--- src/rtl/gbr_pkg.sv ---
// Shared constants for the genetic route search: family geometry, cost width and FSM encoding.
// The mutation stage imports the same constants so the family bus layout always matches.
package gbr_pkg;

  localparam int unsigned MEMBERS  = 5;
  localparam int unsigned GENES    = 30;
  localparam int unsigned GENE_W   = 5;
  localparam int unsigned COST_W   = 10;

  localparam int unsigned CHROM_W  = GENES * GENE_W;
  localparam int unsigned FAMILY_W = MEMBERS * CHROM_W;
  localparam int unsigned IDX_W    = $clog2(MEMBERS);
  localparam int unsigned PAIR_W   = $clog2(GENES - 1);

  localparam logic [1:0] ST_IDLE = 2'd0;
  localparam logic [1:0] ST_EVAL = 2'd1;
  localparam logic [1:0] ST_DONE = 2'd2;

  function automatic logic [GENE_W-1:0] abs_diff(input logic [GENE_W-1:0] a,
                                                 input logic [GENE_W-1:0] b);
    return (a >= b) ? (a - b) : (b - a);
  endfunction

endpackage

--- src/rtl/pair_cost.sv ---
// Combinational distance between two adjacent genes (unsigned absolute difference).
module pair_cost
  import gbr_pkg::*;
#(
  parameter int unsigned GENE_W = gbr_pkg::GENE_W
) (
  input  logic [GENE_W-1:0] i_a,
  input  logic [GENE_W-1:0] i_b,
  output logic [GENE_W-1:0] o_diff
);

  always_comb begin
    o_diff = (i_a >= i_b) ? (i_a - i_b) : (i_b - i_a);
  end

endmodule

--- src/rtl/family_selector.sv ---
// Scores every member of a snapshotted family one gene pair per cycle and returns the
// lowest-cost chromosome (ties to the lowest index) with a single-cycle done pulse.
module family_selector
  import gbr_pkg::*;
#(
  parameter int unsigned MEMBERS = gbr_pkg::MEMBERS,
  parameter int unsigned GENES   = gbr_pkg::GENES,
  parameter int unsigned GENE_W  = gbr_pkg::GENE_W,
  parameter int unsigned COST_W  = gbr_pkg::COST_W
) (
  input  logic                                clk,
  input  logic                                rst_n,
  input  logic                                start,
  input  logic [MEMBERS*GENES*GENE_W-1:0]     family,
  output logic [GENES*GENE_W-1:0]             best,
  output logic [COST_W-1:0]                   best_cost,
  output logic [$clog2(MEMBERS)-1:0]          best_index,
  output logic                                busy,
  output logic                                done
);

  localparam int unsigned CH_W  = GENES * GENE_W;
  localparam int unsigned FAM_W = MEMBERS * CH_W;
  localparam int unsigned M_W   = $clog2(MEMBERS);
  localparam int unsigned K_W   = $clog2(GENES - 1);
  localparam logic [K_W-1:0] K_LAST = K_W'(GENES - 2);
  localparam logic [M_W-1:0] M_LAST = M_W'(MEMBERS - 1);

  logic [1:0]        r_state;
  logic [FAM_W-1:0]  r_snap;
  logic [M_W-1:0]    r_m;
  logic [K_W-1:0]    r_k;
  logic [COST_W-1:0] r_acc;
  logic [CH_W-1:0]   r_rb_chrom;
  logic [COST_W-1:0] r_rb_cost;
  logic [M_W-1:0]    r_rb_idx;
  logic [CH_W-1:0]   r_best;
  logic [COST_W-1:0] r_best_cost;
  logic [M_W-1:0]    r_best_idx;
  logic              r_done;

  logic [CH_W-1:0]   w_member;
  logic [GENE_W-1:0] w_ga;
  logic [GENE_W-1:0] w_gb;
  logic [GENE_W-1:0] w_diff;
  logic [COST_W-1:0] w_cost;
  logic              w_last_pair;
  logic              w_last_member;
  logic              w_take;
  logic              w_accept;
  logic [CH_W-1:0]   w_nb_chrom;
  logic [COST_W-1:0] w_nb_cost;
  logic [M_W-1:0]    w_nb_idx;

  // Gene mux: member m, genes k and k+1 of the snapshot.
  always_comb begin
    w_member = r_snap[r_m*CH_W +: CH_W];
    w_ga     = w_member[r_k*GENE_W +: GENE_W];
    w_gb     = w_member[(r_k+1)*GENE_W +: GENE_W];
  end

  pair_cost #(
    .GENE_W(GENE_W)
  ) u_pair_cost (
    .i_a   (w_ga),
    .i_b   (w_gb),
    .o_diff(w_diff)
  );

  // Next running-best is formed combinationally so the final member can be
  // compared and published to the outputs on the same EVAL->DONE edge.
  always_comb begin
    w_cost        = r_acc + COST_W'(w_diff);
    w_last_pair   = (r_k == K_LAST);
    w_last_member = (r_m == M_LAST);
    w_take        = w_last_pair && ((r_m == '0) || (w_cost < r_rb_cost));
    w_nb_chrom    = w_take ? w_member : r_rb_chrom;
    w_nb_cost     = w_take ? w_cost   : r_rb_cost;
    w_nb_idx      = w_take ? r_m      : r_rb_idx;
  end

  // Leaving DONE with start high is treated as the IDLE accept of that same
  // edge, which keeps back-to-back runs at a 146-cycle period.
  always_comb begin
    w_accept = start && ((r_state == ST_IDLE) || (r_state == ST_DONE));
  end

  always_ff @(posedge clk or negedge rst_n) begin
    if (!rst_n) begin
      r_state <= ST_IDLE;
      r_snap  <= '0;
      r_m     <= '0;
      r_k     <= '0;
      r_acc   <= '0;
    end else begin
      case (r_state)
        ST_IDLE, ST_DONE: begin
          if (w_accept) begin
            r_state <= ST_EVAL;
            r_snap  <= family;
            r_m     <= '0;
            r_k     <= '0;
            r_acc   <= '0;
          end else begin
            r_state <= ST_IDLE;
          end
        end
        ST_EVAL: begin
          if (w_last_pair) begin
            r_acc <= '0;
            r_k   <= '0;
            r_m   <= r_m + M_W'(1);
            if (w_last_member) begin
              r_state <= ST_DONE;
            end
          end else begin
            r_acc <= w_cost;
            r_k   <= r_k + K_W'(1);
          end
        end
        default: r_state <= ST_IDLE;
      endcase
    end
  end

  always_ff @(posedge clk or negedge rst_n) begin
    if (!rst_n) begin
      r_rb_chrom <= '0;
      r_rb_cost  <= '0;
      r_rb_idx   <= '0;
    end else if (r_state == ST_EVAL) begin
      r_rb_chrom <= w_nb_chrom;
      r_rb_cost  <= w_nb_cost;
      r_rb_idx   <= w_nb_idx;
    end
  end

  always_ff @(posedge clk or negedge rst_n) begin
    if (!rst_n) begin
      r_best      <= '0;
      r_best_cost <= '0;
      r_best_idx  <= '0;
      r_done      <= 1'b0;
    end else begin
      r_done <= 1'b0;
      if ((r_state == ST_EVAL) && w_last_pair && w_last_member) begin
        r_best      <= w_nb_chrom;
        r_best_cost <= w_nb_cost;
        r_best_idx  <= w_nb_idx;
        r_done      <= 1'b1;
      end
    end
  end

  always_comb begin
    best       = r_best;
    best_cost  = r_best_cost;
    best_index = r_best_idx;
    busy       = (r_state != ST_IDLE);
    done       = r_done;
  end

endmodule

--- config.mk ---
export PLATFORM = sky130hd
export DESIGN_NAME = family_selector
export DESIGN_NICKNAME = d
export VERILOG_FILES = /design/src/rtl/gbr_pkg.sv /design/src/rtl/pair_cost.sv /design/src/rtl/family_selector.sv
export SDC_FILE = /design/constraint.sdc
export NUM_CORES = 2
export LEC_CHECK = 0
export ABC_AREA = 1
export CORE_ASPECT_RATIO = 1.75
export CORE_MARGIN = 5
export CORE_UTILIZATION = 36
export CTS_CLUSTER_DIAMETER = 150
export CTS_CLUSTER_SIZE = 25
export DETAILED_ROUTE_END_ITERATION = 12
export PLACE_DENSITY = 0.62
export REMOVE_ABC_BUFFERS = 1
export SETUP_SLACK_MARGIN = 0.02
export SLEW_MARGIN = 10
export SYNTH_ARGS = -nofsm -noshare
export SYNTH_HDL_FRONTEND = slang
export SYNTH_HIERARCHICAL = 1
export SYNTH_SLANG_ARGS = --single-unit
--- constraint.sdc ---
create_clock -name clk -period 6.28 [get_ports clk]
set_clock_uncertainty 0.05 [all_clocks]
set_input_delay 1.57 -clock clk [delete_from_list [all_inputs] [get_ports clk]]
set_output_delay 1.57 -clock clk [all_outputs]
set_load 0.02 [all_outputs]
**Word-level counts from Yosys, hierarchy flattened**

Cells that the tools add are included.

- Register bits after elaboration: 1097
- Input port bits: 753
- Output and inout port bits: 165

- $add $sub $neg: 6
- Multipliers: 3
- Magnitude comparators: 2
- Equal/unequal tests: 7
- Shift-type cells: 3
- Mux-type cells: 18
- Reductions and logical operators: 15

Operators by type and width:

| kind | number |
|---|---|
| $shiftx 750x12->150 | 1 |
| $mux 150 | 1 |
| $shiftx 150x10->5 | 1 |
| $shiftx 150x9->5 | 1 |
| $mux 10 | 3 |
| $pmux 10 s2 | 1 |
| $mux 5 | 3 |
| $add 10x5->10 | 1 |
| $lt 10x10->1 | 1 |
| $mul 3x7->10 const B | 1 |
| $pmux 5 s2 | 1 |
| $sub 5x5->5 | 2 |
| $mul 6x3->9 const B | 1 |
| $mux 3 | 3 |
| $mul 5x3->8 const B | 1 |
| $add 5x1->6 const B | 1 |
| $ne 2x2->1 const B | 3 |
| $pmux 3 s2 | 1 |
| $reduce_and 2->1 | 3 |
| $add 5x1->5 const B | 1 |
| $eq 5x5->1 const B | 1 |
| $ge 5x5->1 | 1 |
| $logic_and 1x1->1 | 4 |
| $mux 2 | 2 |
| 12 further kinds | 15 |

**Logic depth before layout (Yosys ltp)**

- Depth in word-level cells: 10
- Gate-level depth with buffers: 51
- Mapped depth without buffers: 45

**By module**

The synthesis kept the hierarchy.

Modules (own cells, without submodules):

| module | instances | cells an instance | area an instance (µm²) | sequential area each (µm²) |
|---|---|---|---|---|
| family_selector | 1 | 7403 | 53780.3 | 27451.3 |
| pair_cost | 1 | 83 | 531.8 | 0.0 |

**Worst setup path after synthesis**

No wires, ideal clock.

- Kind: flip-flop to flip-flop
- Start point: register r_m[1]
- End point: register r_rb_chrom[100]
- Arrival time: 5157 ps
- Slack: 955 ps
- Cell stages (with the launch flop): 45
- Buffers on the path: 5
- Cells stage by stage: dfrtp_1 buf_4 nor2_4 buf_6 buf_2 nand3_1 nand2_1 nand2_1 nand2_1 inv_1 nand2_1 nand2_1 nand2_1 nand3_1 nand2_1 inv_1 ha_1 fa_1 [9 not listed] nand3_1 nand2_1 nor2_1 nand2_1 nand2_1 inv_1 ha_1 inv_1 nor3_2 o211ai_1 nand3_1 nand2_1 nand2_2 buf_2 buf_2 nand2_1 nand3_1 nand2_1

- Word-level cells in the longest chain between the ends: 10
- Elaborated cells between the ends (all ways): 14
- Classes of those cells: add/sub (3); mul (1); order compare (2); shift (3); mux (2); reduce/logical (3)

RTL lines:

| what | RTL line | text |
|---|---|---|
| start: declaration | family_selector.sv:31 | `logic [M_W-1:0] r_m;` |
| start signal: assignment | family_selector.sv:112 | `r_m <= r_m + M_W'(1);` |
| $mul 3x7->10 * | family_selector.sv:57 | `w_member = r_snap[r_m*CH_W +: CH_W];` |
| $shiftx 750x12->150 * | family_selector.sv:57 |  |
| $shiftx 150x9->5 * | family_selector.sv:58 | `w_ga = w_member[r_k*GENE_W +: GENE_W];` |
| net w_ga[0] | family_selector.sv:43 | `logic [GENE_W-1:0] w_ga;` |
| $sub 5x5->5 / $ge 5x5->1 (equally long branches) | pair_cost.sv:13 | `o_diff = (i_a >= i_b) ? (i_a - i_b) : (i_b - i_a);` |
| $mux 5 * | pair_cost.sv:13 |  |
| net w_diff[4] | family_selector.sv:45 | `logic [GENE_W-1:0] w_diff;` |
| $add 10x5->10 * | family_selector.sv:73 | `w_cost = r_acc + COST_W'(w_diff);` |
| $lt 10x10->1 * | family_selector.sv:76 | `w_take = w_last_pair && ((r_m == '0) \|\| (w_cost < r_rb_cost));` |
| $logic_or 1x1->1 * | family_selector.sv:76 |  |
| $logic_and 1x1->1 * | family_selector.sv:76 |  |
| $mux 150 * | family_selector.sv:77 | `w_nb_chrom = w_take ? w_member : r_rb_chrom;` |
| end signal: assignment | family_selector.sv:132 | `r_rb_chrom <= w_nb_chrom;` |
| end: declaration | family_selector.sv:34 | `logic [CH_W-1:0] r_rb_chrom;` |

Mark *: on every way through the listed nets, which the timed path passes. The rest lies on a longest branch.
A chain may end at the register's enable or synchronous reset.

**Worst setup path in the final report**

- Start point: register r_m[0]
- End point: register r_rb_chrom[112]

- Word-level cells in the longest chain between the ends: 10
- Elaborated cells between the ends (all ways): 14
- Classes of those cells: add/sub (3); mul (1); order compare (2); shift (3); mux (2); reduce/logical (3)

RTL lines:

| what | RTL line | text |
|---|---|---|
| $mul 3x7->10 * | family_selector.sv:57 |  |
| $shiftx 750x12->150 * | family_selector.sv:57 |  |
| $shiftx 150x10->5 * | family_selector.sv:59 | `w_gb = w_member[(r_k+1)*GENE_W +: GENE_W];` |
| net w_gb[1] | family_selector.sv:44 | `logic [GENE_W-1:0] w_gb;` |
| $sub 5x5->5 / $ge 5x5->1 (equally long branches) | pair_cost.sv:13 |  |
| $mux 5 * | pair_cost.sv:13 |  |
| net w_diff[1] | family_selector.sv:45 |  |
| $add 10x5->10 * | family_selector.sv:73 |  |
| $lt 10x10->1 * | family_selector.sv:76 |  |
| $logic_or 1x1->1 * | family_selector.sv:76 |  |
| $logic_and 1x1->1 * | family_selector.sv:76 |  |
| $mux 150 * | family_selector.sv:77 |  |

Marks and branches as above.

==> results.txt <==
The final critical path time including I/O delays and setup came out at 6230 ps. For the final standard cell count with taps included and fillers excluded, the log shows 10,500. The share of total power dissipated in the clock network is 33.4%.

The worst hold margin was 436 ps. Compared with the post-synthesis result, the final layout area differs by 33.7%. The synthesized netlist devotes 0.733% of its cell area to adder and majority cells. Entering global routing, the biggest net connects 206 pins. The critical path startpoint was r_m[0]$_DFFE_PN0P_. Of the cells placed in the final design, the portion with a size suffix greater than 1 is 11.0%. For this design the static power due to leakage is 0.0371 uW. The number of different library cells used by synthesis comes to 40.

STA puts the critical path data arrival time at 6720 ps. The finished cells cover 72,600 um2. Compound-cell area share of the yosys netlist: 2.04%. The sort of element at the end of the critical path is a register. The number of vias per cell after detailed routing works out to 5.19. The worst hold path passes through 2 cells.

The startpoint type of the worst setup path is a register. During I/O placement, the number of pins put on the boundary was 918. After global routing the overflow that remains totals 0. The post-route clock period utilization is 99.1%. The first TritonRoute pass finished after 6 iterations. The number of antenna violations at the first check in global routing was 11; the largest stage delay on the critical path was 580 ps. The worst flop-to-flop path startpoint was r_m[0]$_DFFE_PN0P_. The library cell used as clock root buffer is sky130_fd_sc_hd__clkbuf_16. The slew at the pin closest to its max-slew limit is 1470 ps.

The number of input and output port buffers inserted is 917. In this run the worst path has a maximum fanout of 9. The initialized floorplan defines 188 standard-cell rows. From bottom edge to top edge, the die measures 524 um. The class of the tightest hold or removal check is register to register.

The residual antenna-violating net count after detailed routing is 0. The via count of the first global-routing pass was 53,700; the remaining max-slew budget at the tightest pin was 1.95%. No sink is reached through more buffers than the 3 on the longest clock path.

The switching share of power is 22.9%, and the combinational cell fraction of total power is 5.8%. In this run, CTS created clock tree buffers numbering 49. The logs give 4,961 for the count of routing violations after the opening detailed-route iteration and 54,400 for the via count.

The number of buffers added to fix hold violations after cts is 0. The logs give 50.5% for the share of the yosys chip area belonging to registers and 2650 uW for the net load switching power. IR analysis of the VDD net gives a maximum drop of 0.000217 V. The critical path is of the register to register type.

For the total detailed-routing wirelength, the log shows 240 mm. The portion of total power attributed to sequential cells is 60.9%, and the fraction of synthesized cell area in xor and xnor cells is 0.129%. The internal power component is 8950 uW, and the top achievable clock speed is 161 MHz. In this run the standard cell core region covers 150,000 um2. The source of the worst hold timing path was r_snap[561]$_DFFE_PN0P_. The final weighted congestion in routability-driven placement is 0.930, and the combined buffer and inverter count along the critical path is 14.

Measured against the total synthesized area, the mux share comes to 0%. After the last flow step, the layout net total stands at 9,254. The run gives 36.2% as the starting density of the core.

In this design, the critical path's most frequently occurring cell is sky130_fd_sc_hd__nand2_2. The placed instances occupy a cell area of 68,100 um2. For the worst-skew pair, the clock arrives at the later sink with an insertion delay of 700 ps.

Setup repair after global routing could not meet its margin everywhere. The number of storage elements in the synthesis netlist was 1,097. The logs give 0 for the max-slew violation count and 0 for the final-report hold violation count.

Setup violations remaining at the end of the flow were counted as 0. Post-detailed-route DRC marker count: 0. The average cell area after synthesis was 7.26 um2; the number of max-cap violations was 0.

The average wire length per cell after detail routing came out at 22.9 um. Total design power: 11,600 uW. The number of placed instances, taps included, is 10,300.

The Yosys step of the flow raised 6 warnings. The register clock-pin slew on the reported worst setup and hold paths is 130 ps, and the number of instances in the synthesized netlist is 7,486. The flow ran to the end, and the final reports show no timing, DRC or antenna violations. The power density over the cells is 160 nW/um2, and the number of cells on the critical path is 45. Worst reg2reg path depth: 45.

The logs give 159,000 um2 for the area enclosed by the die boundary and 166 mm for the HPWL after detailed placement. Slowest cell on the critical path: sky130_fd_sc_hd__dfrtp_4. Global routing used 28.0% of the available tracks across all layers.

At the worst endpoint, the required time is 6770 ps. Kind of cell adding the most delay to the critical path: simple AND/OR/NAND/NOR gates. The clock drives 1,097 sinks.

The post-synthesis simple-gate area fraction is 40.1%, and the combined area of all synthesized cells is 54,300 um2. The number of levels the H-tree was split into was 2. The first global-routing pass estimated 343 mm of wire. In the layout the commonest cells are sky130_fd_sc_hd__nand2_1, sky130_fd_sc_hd__dfrtp_1, sky130_fd_sc_hd__nand3_1. Die extent in x: 304 um. After synthesis, the largest family of logic cells by area is simple AND/OR/NAND/NOR gates. TritonCTS built the clock tree. Commonest non-fill, non-tap cell in the layout: sky130_fd_sc_hd__nand2_1.
metrics by stage:
stage / utilization, % / setup slack [ps] / TNS, ps
after floorplan: - / -27880 / -
after global placement: 45.4 / -651 / -151280
after detailed placement: 45.4 / -599 / -142440
after CTS: 47.0 / 18.0 / 0
after global routing: 48.4 / -207 / -40070
final: 48.4 / 54.8 / 0
final cells by class:
cell class                 instances  area (um2)
fill                           15000       77500
sequential                      1097       27500
multi-input combinational       5575       24800
timing repair buffer            1412       15100
tap                             1995        2500
inverter                         334        1360
clock buffer                      54        1290
timing repair inverter             2        50.0
clock inverter                     2        13.8
antenna                            5        12.5
synthesized netlist by cell type (all sizes together):
cell	count	share of area [%]
inv	331	2.3
nand3b	13	0.18
nand3	1144	11
o22ai	7	0.081
o21ai	134	1.2
fa	3	0.11
a21boi	1	0.014
a21o	1	0.014
a22o	1	0.016
nand4	77	0.89
clkinv	3	0.021
buf	232	2.4
a21oi	42	0.39
xnor2	3	0.048
nor3	3	0.037
clkbuf	248	1.7
or2	2	0.023
xor2	5	0.081
o211ai	10	0.14
a31oi	1	0.012
dfrtp	1097	51
nor2	88	0.68
nand2	4003	28
o31a	1	0.016
ha	27	0.62
o31ai	9	0.12
worst reg2reg max path: cells and delay by family (launching register included):
family | cells | cell delay (ps)
compound gates | 5 | 810
xor+xnor | 1 | 220
fa+ha+maj | 3 | 890
buf+inv | 14 | 1710
flops | 1 | 580
simple gates | 22 | 1810
repair_timing:
| item | CTS | global route |
|---|---|---|
| cloned | 14 | 26 |
| resized for setup | 148 | 389 |
| buffers inserted | 22 | 19 |
| setup endpoints to repair | 326 | 326 |
| pin swaps | 27 | 109 |
state kept, by name, summed over array words and instances (netlist names):
name,flops
r_snap,750
best,150
r_rb_chrom,150
best_cost,10
r_acc,10
r_rb_cost,10
r_k,5
best_index,3
r_m,3
r_rb_idx,3
r_state,2
done,1
power by group through the flow:
stage | clock network, uW | logic [uW] | registers [uW]
6_report | 3870 | 670 | 7060
5_1_grt | 4150 | 719 | 7060
4_1_cts | 3960 | 680 | 7060
3_5_place_dp | 0 | 676 | 7200
3_3_place_gp | 0 | 677 | 7200
2_1_floorplan | 0 | 0.0105 | 7200
final timing paths:
check                                         endpoint  slack [ps]
max                        r_rb_chrom[112]$_DFFE_PN0P_          50
min                            r_snap[561]$_DFFE_PN0P_         440
max reg2reg                r_rb_chrom[112]$_DFFE_PN0P_          50
min reg2reg                    r_snap[561]$_DFFE_PN0P_         440
max in group asynchronous       r_snap[41]$_DFFE_PN0P_        3800
min in group asynchronous      r_snap[270]$_DFFE_PN0P_         840
logic make-up after synthesis:
logic type      Yosys count
flops                  1097
xor+xnor                  8
fa+ha+maj                30
buf+inv                 814
compound gates          207
simple gates           5330
per-layer routing:
| layer | GRT usage (%) | routed length (um) | vias to the layer above |
|---|---|---|---|
| li1 | - | - | 25400 |
| met1 | 34.5 | 92600 | 26200 |
| met2 | 47.3 | 114000 | 2346 |
| met3 | 5.32 | 17900 | 480 |
| met4 | 14.1 | 15200 | 6 |
| met5 | 0 | 39 | - |
No activity file was read; power rests on OpenSTA's default activity.
